$ cat config.mk
export PLATFORM = sky130hd
export DESIGN_NAME = isa_cycle_gen_flat
export DESIGN_NICKNAME = d
export VERILOG_FILES = /design/src/rtl/isa_cycle_gen_if.sv /design/src/rtl/isa_cycle_gen.sv /design/src/flat_wrapper.sv
export SDC_FILE = /design/constraint.sdc
export NUM_CORES = 1
export LEC_CHECK = 0
export ABC_AREA = 1
export CORE_MARGIN = 2
export CORE_UTILIZATION = 50
export CTS_CLUSTER_DIAMETER = 100
export CTS_CLUSTER_SIZE = 8
export DETAILED_ROUTE_END_ITERATION = 10
export HOLD_SLACK_MARGIN = 0.1
export PLACE_DENSITY = 0.8
export SYNTH_ARGS = -nofsm -noshare
export SYNTH_HDL_FRONTEND = slang
export SYNTH_SLANG_ARGS = --single-unit
$ cat constraint.sdc
create_clock -name clk -period 2.25 [get_ports clk]
set_clock_uncertainty 0.2 [all_clocks]
set_input_delay 0.3375 -clock clk [delete_from_list [all_inputs] [get_ports clk]]
set_output_delay 0.3375 -clock clk [all_outputs]
set_load 0.05 [all_outputs]
$ cat src/rtl/isa_cycle_gen_if.sv
// Signal bundle between the CPU-side request logic, the ISA cycle initiator and the bus responders.
// master: the initiator; slave: the environment it talks to.
interface isa_cycle_gen_if;
  logic        req_valid;
  logic        req_ready;
  logic        req_io;
  logic        req_write;
  logic [19:0] req_addr;
  logic [7:0]  req_wdata;
  logic        rsp_valid;
  logic [7:0]  rsp_rdata;
  logic        rsp_timeout;
  logic [19:0] bus_a;
  logic [7:0]  bus_d;
  logic        bus_d_oe;
  logic        bus_ior_l;
  logic        bus_iow_l;
  logic        bus_memr_l;
  logic        bus_memw_l;
  logic        bus_aen;
  logic [7:0]  bus_in;
  logic        bus_dir;
  logic        bus_rdy;

  modport master (
    input  req_valid, req_io, req_write, req_addr, req_wdata, bus_in, bus_dir, bus_rdy,
    output req_ready, rsp_valid, rsp_rdata, rsp_timeout, bus_a, bus_d, bus_d_oe,
           bus_ior_l, bus_iow_l, bus_memr_l, bus_memw_l, bus_aen
  );

  modport slave (
    output req_valid, req_io, req_write, req_addr, req_wdata, bus_in, bus_dir, bus_rdy,
    input  req_ready, rsp_valid, rsp_rdata, rsp_timeout, bus_a, bus_d, bus_d_oe,
           bus_ior_l, bus_iow_l, bus_memr_l, bus_memw_l, bus_aen
  );
endinterface

$ cat src/rtl/isa_cycle_gen.sv
// ISA bus initiator: turns single-byte requests into I/O or memory cycles with setup, strobe,
// wait-state stretching with timeout, and hold phases; returns one response per request.
module isa_cycle_gen #(
  parameter int unsigned SETUP_CYCLES  = 2,
  parameter int unsigned STROBE_CYCLES = 6,
  parameter int unsigned HOLD_CYCLES   = 1,
  parameter int unsigned RDY_TIMEOUT   = 255
) (
  input  logic            clk,
  input  logic            reset_l,
  isa_cycle_gen_if.master isa
);

  typedef enum logic [2:0] {StIdle, StSetup, StStrobe, StWait, StHold} state_e;

  localparam logic [15:0] SetupLast  = 16'(SETUP_CYCLES - 1);
  localparam logic [15:0] StrobeLast = 16'(STROBE_CYCLES - 1);
  localparam logic [15:0] HoldLast   = 16'(HOLD_CYCLES - 1);
  localparam logic [7:0]  TmoLast    = 8'(RDY_TIMEOUT - 1);
  localparam bit          WaitEn     = (RDY_TIMEOUT != 0);

  state_e      state_q, state_d;
  logic [15:0] phase_q, phase_d;
  logic [7:0]  wait_q, wait_d;
  logic        io_q, io_d, write_q, write_d;
  logic [19:0] addr_q, addr_d;
  logic [7:0]  wdata_q, wdata_d;
  logic        handshake, capture, tmo, strobe_on;
  logic        ready_d, rsp_valid_d, timeout_d, aen_d, d_oe_d;
  logic        ior_d, iow_d, memr_d, memw_d;
  logic [7:0]  rdata_d;

  assign handshake = isa.req_valid && (state_q == StIdle);

  always_ff @(posedge clk or negedge reset_l) begin
    if (!reset_l) begin
      state_q         <= StIdle;
      phase_q         <= '0;
      wait_q          <= '0;
      io_q            <= 1'b0;
      write_q         <= 1'b0;
      addr_q          <= '0;
      wdata_q         <= '0;
      isa.req_ready   <= 1'b1;
      isa.rsp_valid   <= 1'b0;
      isa.rsp_rdata   <= '0;
      isa.rsp_timeout <= 1'b0;
      isa.bus_a       <= '0;
      isa.bus_d       <= '0;
      isa.bus_d_oe    <= 1'b0;
      isa.bus_aen     <= 1'b1;
      isa.bus_ior_l   <= 1'b1;
      isa.bus_iow_l   <= 1'b1;
      isa.bus_memr_l  <= 1'b1;
      isa.bus_memw_l  <= 1'b1;
    end else begin
      state_q         <= state_d;
      phase_q         <= phase_d;
      wait_q          <= wait_d;
      io_q            <= io_d;
      write_q         <= write_d;
      addr_q          <= addr_d;
      wdata_q         <= wdata_d;
      isa.req_ready   <= ready_d;
      isa.rsp_valid   <= rsp_valid_d;
      isa.rsp_rdata   <= rdata_d;
      isa.rsp_timeout <= timeout_d;
      isa.bus_a       <= addr_d;
      isa.bus_d       <= wdata_d;
      isa.bus_d_oe    <= d_oe_d;
      isa.bus_aen     <= aen_d;
      isa.bus_ior_l   <= ior_d;
      isa.bus_iow_l   <= iow_d;
      isa.bus_memr_l  <= memr_d;
      isa.bus_memw_l  <= memw_d;
    end
  end

  always_comb begin
    state_d = state_q;
    phase_d = phase_q;
    wait_d  = wait_q;
    io_d    = io_q;
    write_d = write_q;
    addr_d  = addr_q;
    wdata_d = wdata_q;
    capture = 1'b0;
    tmo     = 1'b0;
    unique case (state_q)
      StIdle: begin
        if (handshake) begin
          state_d = StSetup;
          phase_d = '0;
          io_d    = isa.req_io;
          write_d = isa.req_write;
          addr_d  = isa.req_addr;
          wdata_d = isa.req_wdata;
        end
      end
      StSetup: begin
        if (phase_q == SetupLast) begin
          state_d = StStrobe;
          phase_d = '0;
        end else begin
          phase_d = phase_q + 16'd1;
        end
      end
      StStrobe: begin
        if (phase_q == StrobeLast) begin
          phase_d = '0;
          if (WaitEn && !isa.bus_rdy) begin
            state_d = StWait;
            wait_d  = '0;
          end else begin
            state_d = StHold;
            capture = 1'b1;
          end
        end else begin
          phase_d = phase_q + 16'd1;
        end
      end
      StWait: begin
        // A ready responder wins over a timeout expiring on the same edge.
        if (isa.bus_rdy) begin
          state_d = StHold;
          capture = 1'b1;
        end else if (wait_q == TmoLast) begin
          state_d = StHold;
          capture = 1'b1;
          tmo     = 1'b1;
        end else begin
          wait_d = wait_q + 8'd1;
        end
      end
      StHold: begin
        if (phase_q == HoldLast) begin
          state_d = StIdle;
        end else begin
          phase_d = phase_q + 16'd1;
        end
      end
      default: state_d = StIdle;
    endcase
  end

  // Outputs are registered from the next state so the bus lines up with the state they describe.
  always_comb begin
    strobe_on   = (state_d == StStrobe) || (state_d == StWait);
    ready_d     = (state_d == StIdle);
    rsp_valid_d = (state_q == StHold) && (state_d == StIdle);
    aen_d       = (state_d == StIdle);
    d_oe_d      = (state_d != StIdle) && write_d;
    ior_d       = !(strobe_on && io_d && !write_d);
    iow_d       = !(strobe_on && io_d && write_d);
    memr_d      = !(strobe_on && !io_d && !write_d);
    memw_d      = !(strobe_on && !io_d && write_d);
    rdata_d     = isa.rsp_rdata;
    if (capture && !write_q) begin
      rdata_d = (tmo || !isa.bus_dir) ? 8'hFF : isa.bus_in;
    end
    timeout_d = capture ? tmo : isa.rsp_timeout;
  end

endmodule

$ cat src/flat_wrapper.sv
// flat-port wrapper written by rule: the top's interface ports become plain ports
module isa_cycle_gen_flat 
#(
  parameter int unsigned SETUP_CYCLES  = 2,
  parameter int unsigned STROBE_CYCLES = 6,
  parameter int unsigned HOLD_CYCLES   = 1,
  parameter int unsigned RDY_TIMEOUT   = 255
)
  (clk, reset_l, isa_req_valid, isa_req_io, isa_req_write, isa_req_addr, isa_req_wdata, isa_bus_in, isa_bus_dir, isa_bus_rdy, isa_req_ready, isa_rsp_valid, isa_rsp_rdata, isa_rsp_timeout, isa_bus_a, isa_bus_d, isa_bus_d_oe, isa_bus_ior_l, isa_bus_iow_l, isa_bus_memr_l, isa_bus_memw_l, isa_bus_aen);
  isa_cycle_gen_if isa_i ();
  input  logic clk;
  input  logic reset_l;
  input wire logic [$bits(isa_i.req_valid)-1:0] isa_req_valid;
  input wire logic [$bits(isa_i.req_io)-1:0] isa_req_io;
  input wire logic [$bits(isa_i.req_write)-1:0] isa_req_write;
  input wire logic [$bits(isa_i.req_addr)-1:0] isa_req_addr;
  input wire logic [$bits(isa_i.req_wdata)-1:0] isa_req_wdata;
  input wire logic [$bits(isa_i.bus_in)-1:0] isa_bus_in;
  input wire logic [$bits(isa_i.bus_dir)-1:0] isa_bus_dir;
  input wire logic [$bits(isa_i.bus_rdy)-1:0] isa_bus_rdy;
  output wire logic [$bits(isa_i.req_ready)-1:0] isa_req_ready;
  output wire logic [$bits(isa_i.rsp_valid)-1:0] isa_rsp_valid;
  output wire logic [$bits(isa_i.rsp_rdata)-1:0] isa_rsp_rdata;
  output wire logic [$bits(isa_i.rsp_timeout)-1:0] isa_rsp_timeout;
  output wire logic [$bits(isa_i.bus_a)-1:0] isa_bus_a;
  output wire logic [$bits(isa_i.bus_d)-1:0] isa_bus_d;
  output wire logic [$bits(isa_i.bus_d_oe)-1:0] isa_bus_d_oe;
  output wire logic [$bits(isa_i.bus_ior_l)-1:0] isa_bus_ior_l;
  output wire logic [$bits(isa_i.bus_iow_l)-1:0] isa_bus_iow_l;
  output wire logic [$bits(isa_i.bus_memr_l)-1:0] isa_bus_memr_l;
  output wire logic [$bits(isa_i.bus_memw_l)-1:0] isa_bus_memw_l;
  output wire logic [$bits(isa_i.bus_aen)-1:0] isa_bus_aen;
  assign isa_i.req_valid = isa_req_valid;
  assign isa_i.req_io = isa_req_io;
  assign isa_i.req_write = isa_req_write;
  assign isa_i.req_addr = isa_req_addr;
  assign isa_i.req_wdata = isa_req_wdata;
  assign isa_i.bus_in = isa_bus_in;
  assign isa_i.bus_dir = isa_bus_dir;
  assign isa_i.bus_rdy = isa_bus_rdy;
  assign isa_req_ready = isa_i.req_ready;
  assign isa_rsp_valid = isa_i.rsp_valid;
  assign isa_rsp_rdata = isa_i.rsp_rdata;
  assign isa_rsp_timeout = isa_i.rsp_timeout;
  assign isa_bus_a = isa_i.bus_a;
  assign isa_bus_d = isa_i.bus_d;
  assign isa_bus_d_oe = isa_i.bus_d_oe;
  assign isa_bus_ior_l = isa_i.bus_ior_l;
  assign isa_bus_iow_l = isa_i.bus_iow_l;
  assign isa_bus_memr_l = isa_i.bus_memr_l;
  assign isa_bus_memw_l = isa_i.bus_memw_l;
  assign isa_bus_aen = isa_i.bus_aen;
  isa_cycle_gen #(.SETUP_CYCLES(SETUP_CYCLES), .STROBE_CYCLES(STROBE_CYCLES), .HOLD_CYCLES(HOLD_CYCLES), .RDY_TIMEOUT(RDY_TIMEOUT)) u_core (.clk(clk), .reset_l(reset_l), .isa(isa_i));
endmodule
# Word level (Yosys, flattened, before mapping)
# Index checks and enable logic that the tools add are counted.
# Widths: inputs -> output; s select.
[totals]
register_bits = 73
inputBits = 43
out_inout_bits = 45
word_cells = 92
[classes]
addsub = 2
eq_ne = 15
muxes = 30
n_reduce_logical = 29
[op_table]
columns = ["cell", "n"]
rows = [
  ["$mux 16", 4],
  ["$pmux 16 s4", 1],
  ["$mux 8", 5],
  ["$mux 3", 7],
  ["$add 16x1->16 const B", 1],
  ["$eq 16x1->1 const B", 1],
  ["$eq 16x3->1 const B", 1],
  ["$logic_not 16->1", 1],
  ["$pmux 8 s2", 1],
  ["$pmux 3 s5", 1],
  ["$eq 3x2->1 const B", 4],
  ["$logic_and 1x1->1", 10],
  ["$mux 1", 10],
  ["$add 8x1->8 const B", 1],
  ["$eq 8x8->1 const B", 1],
  ["$logic_not 1->1", 8],
  ["$ne 2x2->1 const B", 4],
  ["$logic_not 3->1", 2],
  ["$reduce_and 5->1", 1],
  ["$ne 2x1->1 const B", 2],
  ["$reduce_bool 4->1", 1],
  ["$eq 3x1->1 const B", 1],
  ["$eq 3x3->1 const B", 1],
  ["$reduce_and 3->1", 1],
  ["other kinds (5)", 6],
]

# Depth between registers and ports, before layout
# Gate-level depths: netlist (run 1).
[depth]
depth_word = 9
ltp_mapped = 12

# Least setup slack after synthesis (run 1)
# Ideal clock, no wire load.
[synth_path]
path_kind = "reg-to-reg"
startpoint = "register u_core.wait_q[0]"
endpoint = "register u_core.isa.rsp_rdata[5]"
setup_time_ps = 120
arrival_time_ps = 1447
t_required_ps = 1930
slack_ps = 483
path_stages_with_launch = 13
n_path_buf = 1
period_less_slack_ps = 1767
path_cell_list = "dfrtp_1 -> inv_1 -> ha_1 -> inv_1 -> nor2_1 -> nand2_2 -> nand2_1 -> nand2_1 -> nand2_2 -> nand2_4 -> buf_6 -> nand2_1 -> o21ai_2"
[synth_between]
elab_chain_cells = 6
elab_cells_between_ends = 9
classes_between = "1 x eq/ne; 6 x mux; 2 x reduce/logical"
[synth_rtl]
columns = ["item", "line", "rtl"]
rows = [
  ["start, declared", "isa_cycle_gen.sv:24", "logic [7:0] wait_q, wait_d;"],
  ["start signal, assigned", "isa_cycle_gen.sv:59", "wait_q <= wait_d;"],
  ["$eq 8x8->1 (*)", "isa_cycle_gen.sv:127", "end else if (wait_q == TmoLast) begin"],
  ["$mux 1 (*)", "isa_cycle_gen.sv:127", ""],
  ["$mux 1", "isa_cycle_gen.sv:124", "if (isa.bus_rdy) begin"],
  ["$mux 1", "isa_cycle_gen.sv:89", "unique case (state_q)"],
  ["$logic_or 1x1->1", "isa_cycle_gen.sv:159", "rdata_d = (tmo || !isa.bus_dir) ? 8'hFF : isa.bus_in;"],
  ["$mux 8", "isa_cycle_gen.sv:159", ""],
  ["end signal, assigned", "isa_cycle_gen.sv:66", "isa.rsp_rdata <= rdata_d;"],
  ["end, declared", "isa_cycle_gen_if.sv:27", "output req_ready, rsp_valid, rsp_rdata, rsp_timeout, bus_a, bus_d, bus_d_oe,"],
]
# Every way passes the cells marked *; elsewhere a longest branch is shown, timed or not.
# A chain may end at the register's enable or synchronous reset.

# Worst setup path in the final report (run 1)
[layout_path]
startpoint = "register u_core.isa.bus_aen"
endpoint = "output port isa_bus_aen"
[layout_rtl]
columns = ["item", "line", "rtl"]
rows = [
  ["start, declared", "isa_cycle_gen_if.sv:28", "bus_ior_l, bus_iow_l, bus_memr_l, bus_memw_l, bus_aen"],
  ["start signal, assigned", "isa_cycle_gen.sv:71", "isa.bus_aen <= aen_d;"],
  ["end, declared", "flat_wrapper.sv:32", "output wire logic [$bits(isa_i.bus_aen)-1:0] isa_bus_aen;"],
]
# No word-level cell between the ends.

==> results of run 1 <==
[how the worst max path moves through the flow]
stage | cells past startpoint | to | slack (ps)
finish | 1 | isa_bus_aen | 40
detailed placement | 4 | u_core.isa.bus_a[16] | 200
global route | 1 | isa_bus_aen | 10
global placement | 4 | u_core.isa.bus_a[9] | 260
CTS | 1 | isa_bus_aen | 30
floorplan | 12 | u_core.isa.rsp_rdata[5] | 480
[cells in the final DEF, fill, tap and decap left out, types with 2 or more instances in the layout]
| cell | instances |
|---|---|
| nor2_1 | 30 |
| nand3b_1 | 3 |
| nand2_2 | 9 |
| dfstp_2 | 5 |
| nor4_1 | 2 |
| mux2_2 | 28 |
| o211ai_1 | 3 |
| o311ai_0 | 7 |
| buf_4 | 7 |
| o21ai_1 | 6 |
| nand3_2 | 5 |
| ha_1 | 5 |
| nand4_2 | 2 |
| clkbuf_8 | 9 |
| nand2_1 | 76 |
| nand3_1 | 36 |
| clkinvlp_4 | 2 |
| inv_2 | 4 |
| nor2_4 | 2 |
| o31ai_1 | 2 |
| xor2_1 | 7 |
| or2_2 | 2 |
| nand4_1 | 7 |
| inv_1 | 32 |
| nor3_1 | 6 |
| o21ai_0 | 4 |
| o21ai_2 | 16 |
| dfrtp_1 | 68 |
| clkdlybuf4s50_1 | 86 |
| nor2_2 | 3 |
[registers in the layout, summed over array words and instances, names as in the netlist]
name                    cells
u_core.isa.bus_iow_l        1
u_core.isa.bus_d            8
u_core.isa.bus_ior_l        1
u_core.isa.bus_memr_l       1
u_core.isa.bus_aen          1
u_core.isa.rsp_timeout      1
u_core.isa.rsp_valid        1
u_core.wait_q               8
u_core.io_q                 1
u_core.isa.bus_memw_l       1
u_core.write_q              1
u_core.state_q              3
u_core.phase_q             16
u_core.isa.rsp_rdata        8
u_core.isa.bus_a           20
u_core.isa.bus_d_oe         1
[worst register-to-register path: cells and delay by family (launching register included)]
family / cells / cell delay (ps)
compound gates: 2 / 320
fa+ha+maj: 1 / 180
buf+inv: 2 / 300
flops: 1 / 410
simple gates: 4 / 530
[timing repair]
action                                  CTS  global route
endpoints found under the setup margin    0             0
hold endpoints to repair                 68             0
hold buffers                              1             0
[cell families after synthesis]
group | Yosys count | share of synthesized area [%]
xor+xnor | 7 | 1.639
compound gates | 43 | 8.729
flops | 73 | 49.00
mux | 28 | 8.428
simple gates | 186 | 24.41
fa+ha+maj | 5 | 1.672
buf+inv | 47 | 6.120
[power by group through the flow]
stage / clock network, mW / logic [mW] / registers (mW)
after floorplan: 0 / 1.20 / 3.33
after global placement: 0 / 3.51 / 2.05
final: 1.02 / 3.55 / 2.04
after detailed placement: 0 / 3.57 / 2.07
after CTS: 1.05 / 3.58 / 2.04
after global routing: 1.10 / 3.76 / 2.09
[layout make-up]
class | count | area [um2]
multi-input combinational | 269 | 1679
clock inverter | 6 | 67.56
sequential | 73 | 1833
clock buffer | 10 | 127.6
tap | 99 | 123.9
fill | 596 | 2338
inverter | 36 | 135.1
timing repair buffer | 96 | 948.4
[per-layer routing]
metal / vias to the layer above / track usage (%) / wire, um
met2: 108 / 35.01 / 4070
met1: 1450 / 26.32 / 3443
met3: 11 / 4.758 / 561
li1: 1499 / - / -
met5: - / 0 / 0
met4: 0 / 6.538 / 114
==> run metrics, run 1 <==
status finished, final reports clean; Setup crit start u_core.isa.bus_aen; maximum vdd drop 0.0009306 V; layout cells sized above 1 21.22%; Power, Total 6.616 mW; post-layout min period 2205 ps; post-CTS setup buffer count 0; IO Port Bufs 87; cell with the most instances after synthesis nand2_1; fin nets 533; chip height 90.50 um; switching share of total power 46.50%; # H-tree levels 3; R2R Setup Slk 220 ps; Die X 90.50 um; worst hold path startpoint u_core.isa.rsp_rdata[0]; Vias/cell 5.209; Initial DRC Count 156; combinational fraction of design power 53.7%; Final Cycle Share 98.00%; maxcap violations 0; total negative slack 0 ps; initial antenna violation count 0; clock sinks 73; worst hold slack 288.5 ps; crit path DAT 1670 ps; Synth Register Bits 73; HPWL Detailed 6007 um; RSZ-0062 raised after global routing no; clk root buf clkbuf_8; remaining global-route overflow 0; reg2reg path depth 9; Cell Count Post-Placement 572; cts bufs inserted 9; number of flops mapped to enable cells by yosys 0; Yosys Warn Count 0; clock power share 15.5%; GPL Wtd Cong 0.8541; fin area 4915 um2; worst slew pin tran 542.8 ps; pre-CTS setup slack 198.0 ps; Via Count 3068; CTS tree yes; ANT nets after route 0; Yosys top cell by area dfrtp_1; power density cells 1346 nW/um2; clk slew on worst S/H paths 80 ps; Total Routing Usage GR 20.67%; n_diodes 0; f_max 453.5 MHz; Worst Slack Setup Final 44.94 ps; largest cells by area after synthesis dfrtp_1, mux2_2, nand2_1, nand3_1, o21ai_2; Hold Path Stages 2; Avg WL per Cell 13.90 um; crit-path max FO 2; reg-to-reg endpoint u_core.wait_q[2]; Slew Limit Fails 0; critical path cell sequence clkdlybuf4s50_1; RR Startpoint u_core.phase_q[1]; dpl cell area 4710 um2; Slowest-stage cell, CP clkdlybuf4s50_1; global-route wire length before repair 13840 um; DR pass1 iterations 4; worst hold endpoint u_core.isa.rsp_rdata[0]; Die ar. 8190 um2; Post-synth top flop dfrtp_1; critical path type flop to primary output; Leakage 2.222 nW; Int Pwr 3.540 mW; Synth Area per Inst 9.617 um2; Slew Limit Headroom 63.70%; crit path capture type primary output; vias in the first global route 3028; CP required 1710 ps; Switching Power 3.076 mW; Ports 88; startpoint types flop; Syn Inst Count 389; Fin. Hold Viols 0; detailed-route DRC error count 0; register area share after synthesis 49.00%; P&R area growth vs syn 31.37%; pin count of the biggest net entering global routing 74; worst hold path type flop to flop; Yosys top cell area share 45.48%; non-filler instance count after layout 589; CP max stage delay 790 ps; starting density of the core 51.58%; Final Core Density 67.76%; syn_nets 437; Post-Route WL 8190 um; Seq pwr share 30.8%; final setup fails 0; core region area 7253 um2; Buffers & Inverters on Critical Path 1; synthesized cell area 3741 um2; CTS Buffer Depth 2; Top Family by Delay on Critical Path buffers and inverters; most frequent cells after synthesis nand2_1, dfrtp_1, nand3_1; Synth async-reset ratio 100.0%; clock latency on the worst-skew pair 350 ps; post-synth cell types 37; CTS resizes 0; Row Count 31
Power figures use the tool's default switching activity.
==> run 2, diff against run 1 <==
CORE_MARGIN = not set   (was 2)
==> run metrics, run 2 (synthesized netlist as in run 1, its figures left out) <==
post-layout min period 2198 ps (-6.566 ps); Via Count 3071 (+0.098%); clk slew on worst S/H paths 80 ps (about the same); Setup crit start u_core.isa.bus_aen; Leakage 2.238 nW (+0.75%); max reg flops 20 (unchanged); CTS tree yes; most frequent cells in the layout clkdlybuf4s50_1, nand2_1, dfrtp_1; maximum vdd drop 0.001107 V (+19%); Row Count 31 (unchanged); Top Family by Delay on Critical Path buffers and inverters; fin nets 532 (-0.19%); CP Capture Point isa_bus_aen; startpoint types flop; global-route wire length before repair 13050 um (-5.7%); crit-path max FO 2 (unchanged); post-CTS setup buffer count 0 (unchanged); total negative slack 0 ps (unchanged); critical path cell sequence clkdlybuf4s50_1; final-layout fill cell count 569 (-4.5%); Slew Limit Headroom 64.43% (+0.73 points); HPWL Detailed 5789 um (-3.6%); R2R Setup Slk 280 ps (+60 ps); Hold Buf Count CTS 1 (unchanged); CTS resizes 0 (unchanged); # H-tree levels 3 (unchanged); CTS Buffer Depth 2 (unchanged); RR Startpoint u_core.phase_q[1]; starting density of the core 51.58% (unchanged); status finished, final reports clean; Avg WL per Cell 13.93 um (+0.18%); layout cells sized above 1 21.11% (-0.12 points); power density cells 1374 nW/um2 (+2.1%); Final Cycle Share 97.71% (-0.29 points); most common cell after layout, fill and taps aside clkdlybuf4s50_1; clock sinks 73 (unchanged); core region area 7253 um2 (unchanged); Fin. Hold Viols 0 (unchanged); worst hold path type flop to flop; reg-to-reg endpoint u_core.wait_q[6]; clk root buf clkbuf_8; CP required 1710 ps (about the same); pin count of the biggest net entering global routing 74 (unchanged); GPL Wtd Cong 0.8474 (-0.78%); Die ar. 7832 um2 (-4.4%); n_diodes 0 (unchanged); maxcap violations 0 (unchanged); Slew Limit Fails 0 (unchanged); Total Routing Usage GR 21.76% (+1.1 points); cts bufs inserted 9 (unchanged); fin area 4943 um2 (+0.59%); RSZ-0062 raised after global routing no; Reg with most FFs u_core.isa.bus_a; Initial DRC Count 145 (-7.1%); chip height 88.50 um (-2.2%); Vias/cell 5.232 (+0.44%); initial antenna violation count 0 (unchanged); f_max 454.9 MHz (+0.30%); final setup fails 0 (unchanged); remaining global-route overflow 0 (unchanged); top flop regs u_core.isa.bus_a x20, u_core.phase_q x16; ANT nets after route 0 (unchanged); P&R area growth vs syn 32.14%; worst slew pin tran 531.9 ps (-10.95 ps); cell count along the critical path 1 (unchanged); crit path DAT 1660 ps (about the same); Slowest-stage cell, CP clkdlybuf4s50_1; vias in the first global route 2989 (-1.3%); reg2reg path depth 9 (unchanged); Buffers & Inverters on Critical Path 1 (unchanged); Ports 88 (unchanged); DR pass1 iterations 4 (unchanged); dpl cell area 4702 um2 (-0.16%); critical path type flop to primary output; crit path capture type primary output; Die X 88.50 um (-2.2%); clock latency on the worst-skew pair 340 ps (about the same); Post-Route WL 8177 um (-0.16%); detailed-route DRC error count 0 (unchanged); IO Port Bufs 87 (unchanged); CP max stage delay 790 ps (about the same)
## run 2: changes by cell type in the layout (fill, tap and decap cells not counted), sizes merged
cell	previous run	this run
bufinv	1	3
inv	37	36
clkbuf	10	9
buf	9	8
clkinvlp	2	1
## run 2: how the worst min path moves through the flow
stage	start	endpoint	slack [ps]	cells after the start
floorplan	reset_l	u_core.io_q	-160	0
global placement	reset_l	u_core.phase_q[15]	200	2
detailed placement	reset_l	u_core.phase_q[15]	200	2
CTS	u_core.isa.rsp_rdata[2]	u_core.isa.rsp_rdata[2]	290	2
global route	u_core.isa.bus_d[5]	u_core.isa.bus_d[5]	320	1
finish	u_core.isa.rsp_rdata[2]	u_core.isa.rsp_rdata[2]	290	2
## run 2: layout make-up
type	instances	area (um2)	area share [%]
repair buffers	95	940.9	19.03
multi-input cells	269	1679	33.97
clock buffers	9	123.9	2.506
inverters	36	135.1	2.733
clock inverters	6	107.6	2.177
well taps	99	123.9	2.506
flip-flops and latches	73	1833	37.08
## run 2: stage by stage
stage / hold slack, ps / utilization (%) / setup WS [ps] / instances / power (mW)
2_1_floorplan: -158.1 / - / 483.5 / 389 / 4.528
3_3_place_gp: 196.1 / 64.83 / 333.1 / 571 / 5.529
3_5_place_dp: 199.5 / 64.83 / 281.0 / 571 / 5.623
4_1_cts: 293.9 / 68.16 / 35.27 / 587 / 6.860
5_1_grt: 321.3 / 68.16 / 7.702 / 587 / 7.153
6_report: 287.7 / 68.16 / 51.51 / 587 / 6.792
## run 2: tightest hold or removal path, cell delays in order (launching register included)
cell and delay (ps):
dfrtp_1 350, nand2_1 60, o21ai_2 50
## run 2: layer usage
metal  global-route usage, %  routed length (um)  vias to the layer above
li1                        -                   -                     1501
met1                   24.17                3298                     1452
met2                   38.81                4222                      111
met3                   9.515                 611                        7
met4                   4.252                  44                        0
met5                       0                   0                        -
## run 2: report_power, final
part	switching [mW]	internal [mW]	leakage (nW)
clock network	0.471	0.726	0.115
logic	2.31	1.24	1.21
registers	0.261	1.78	0.918
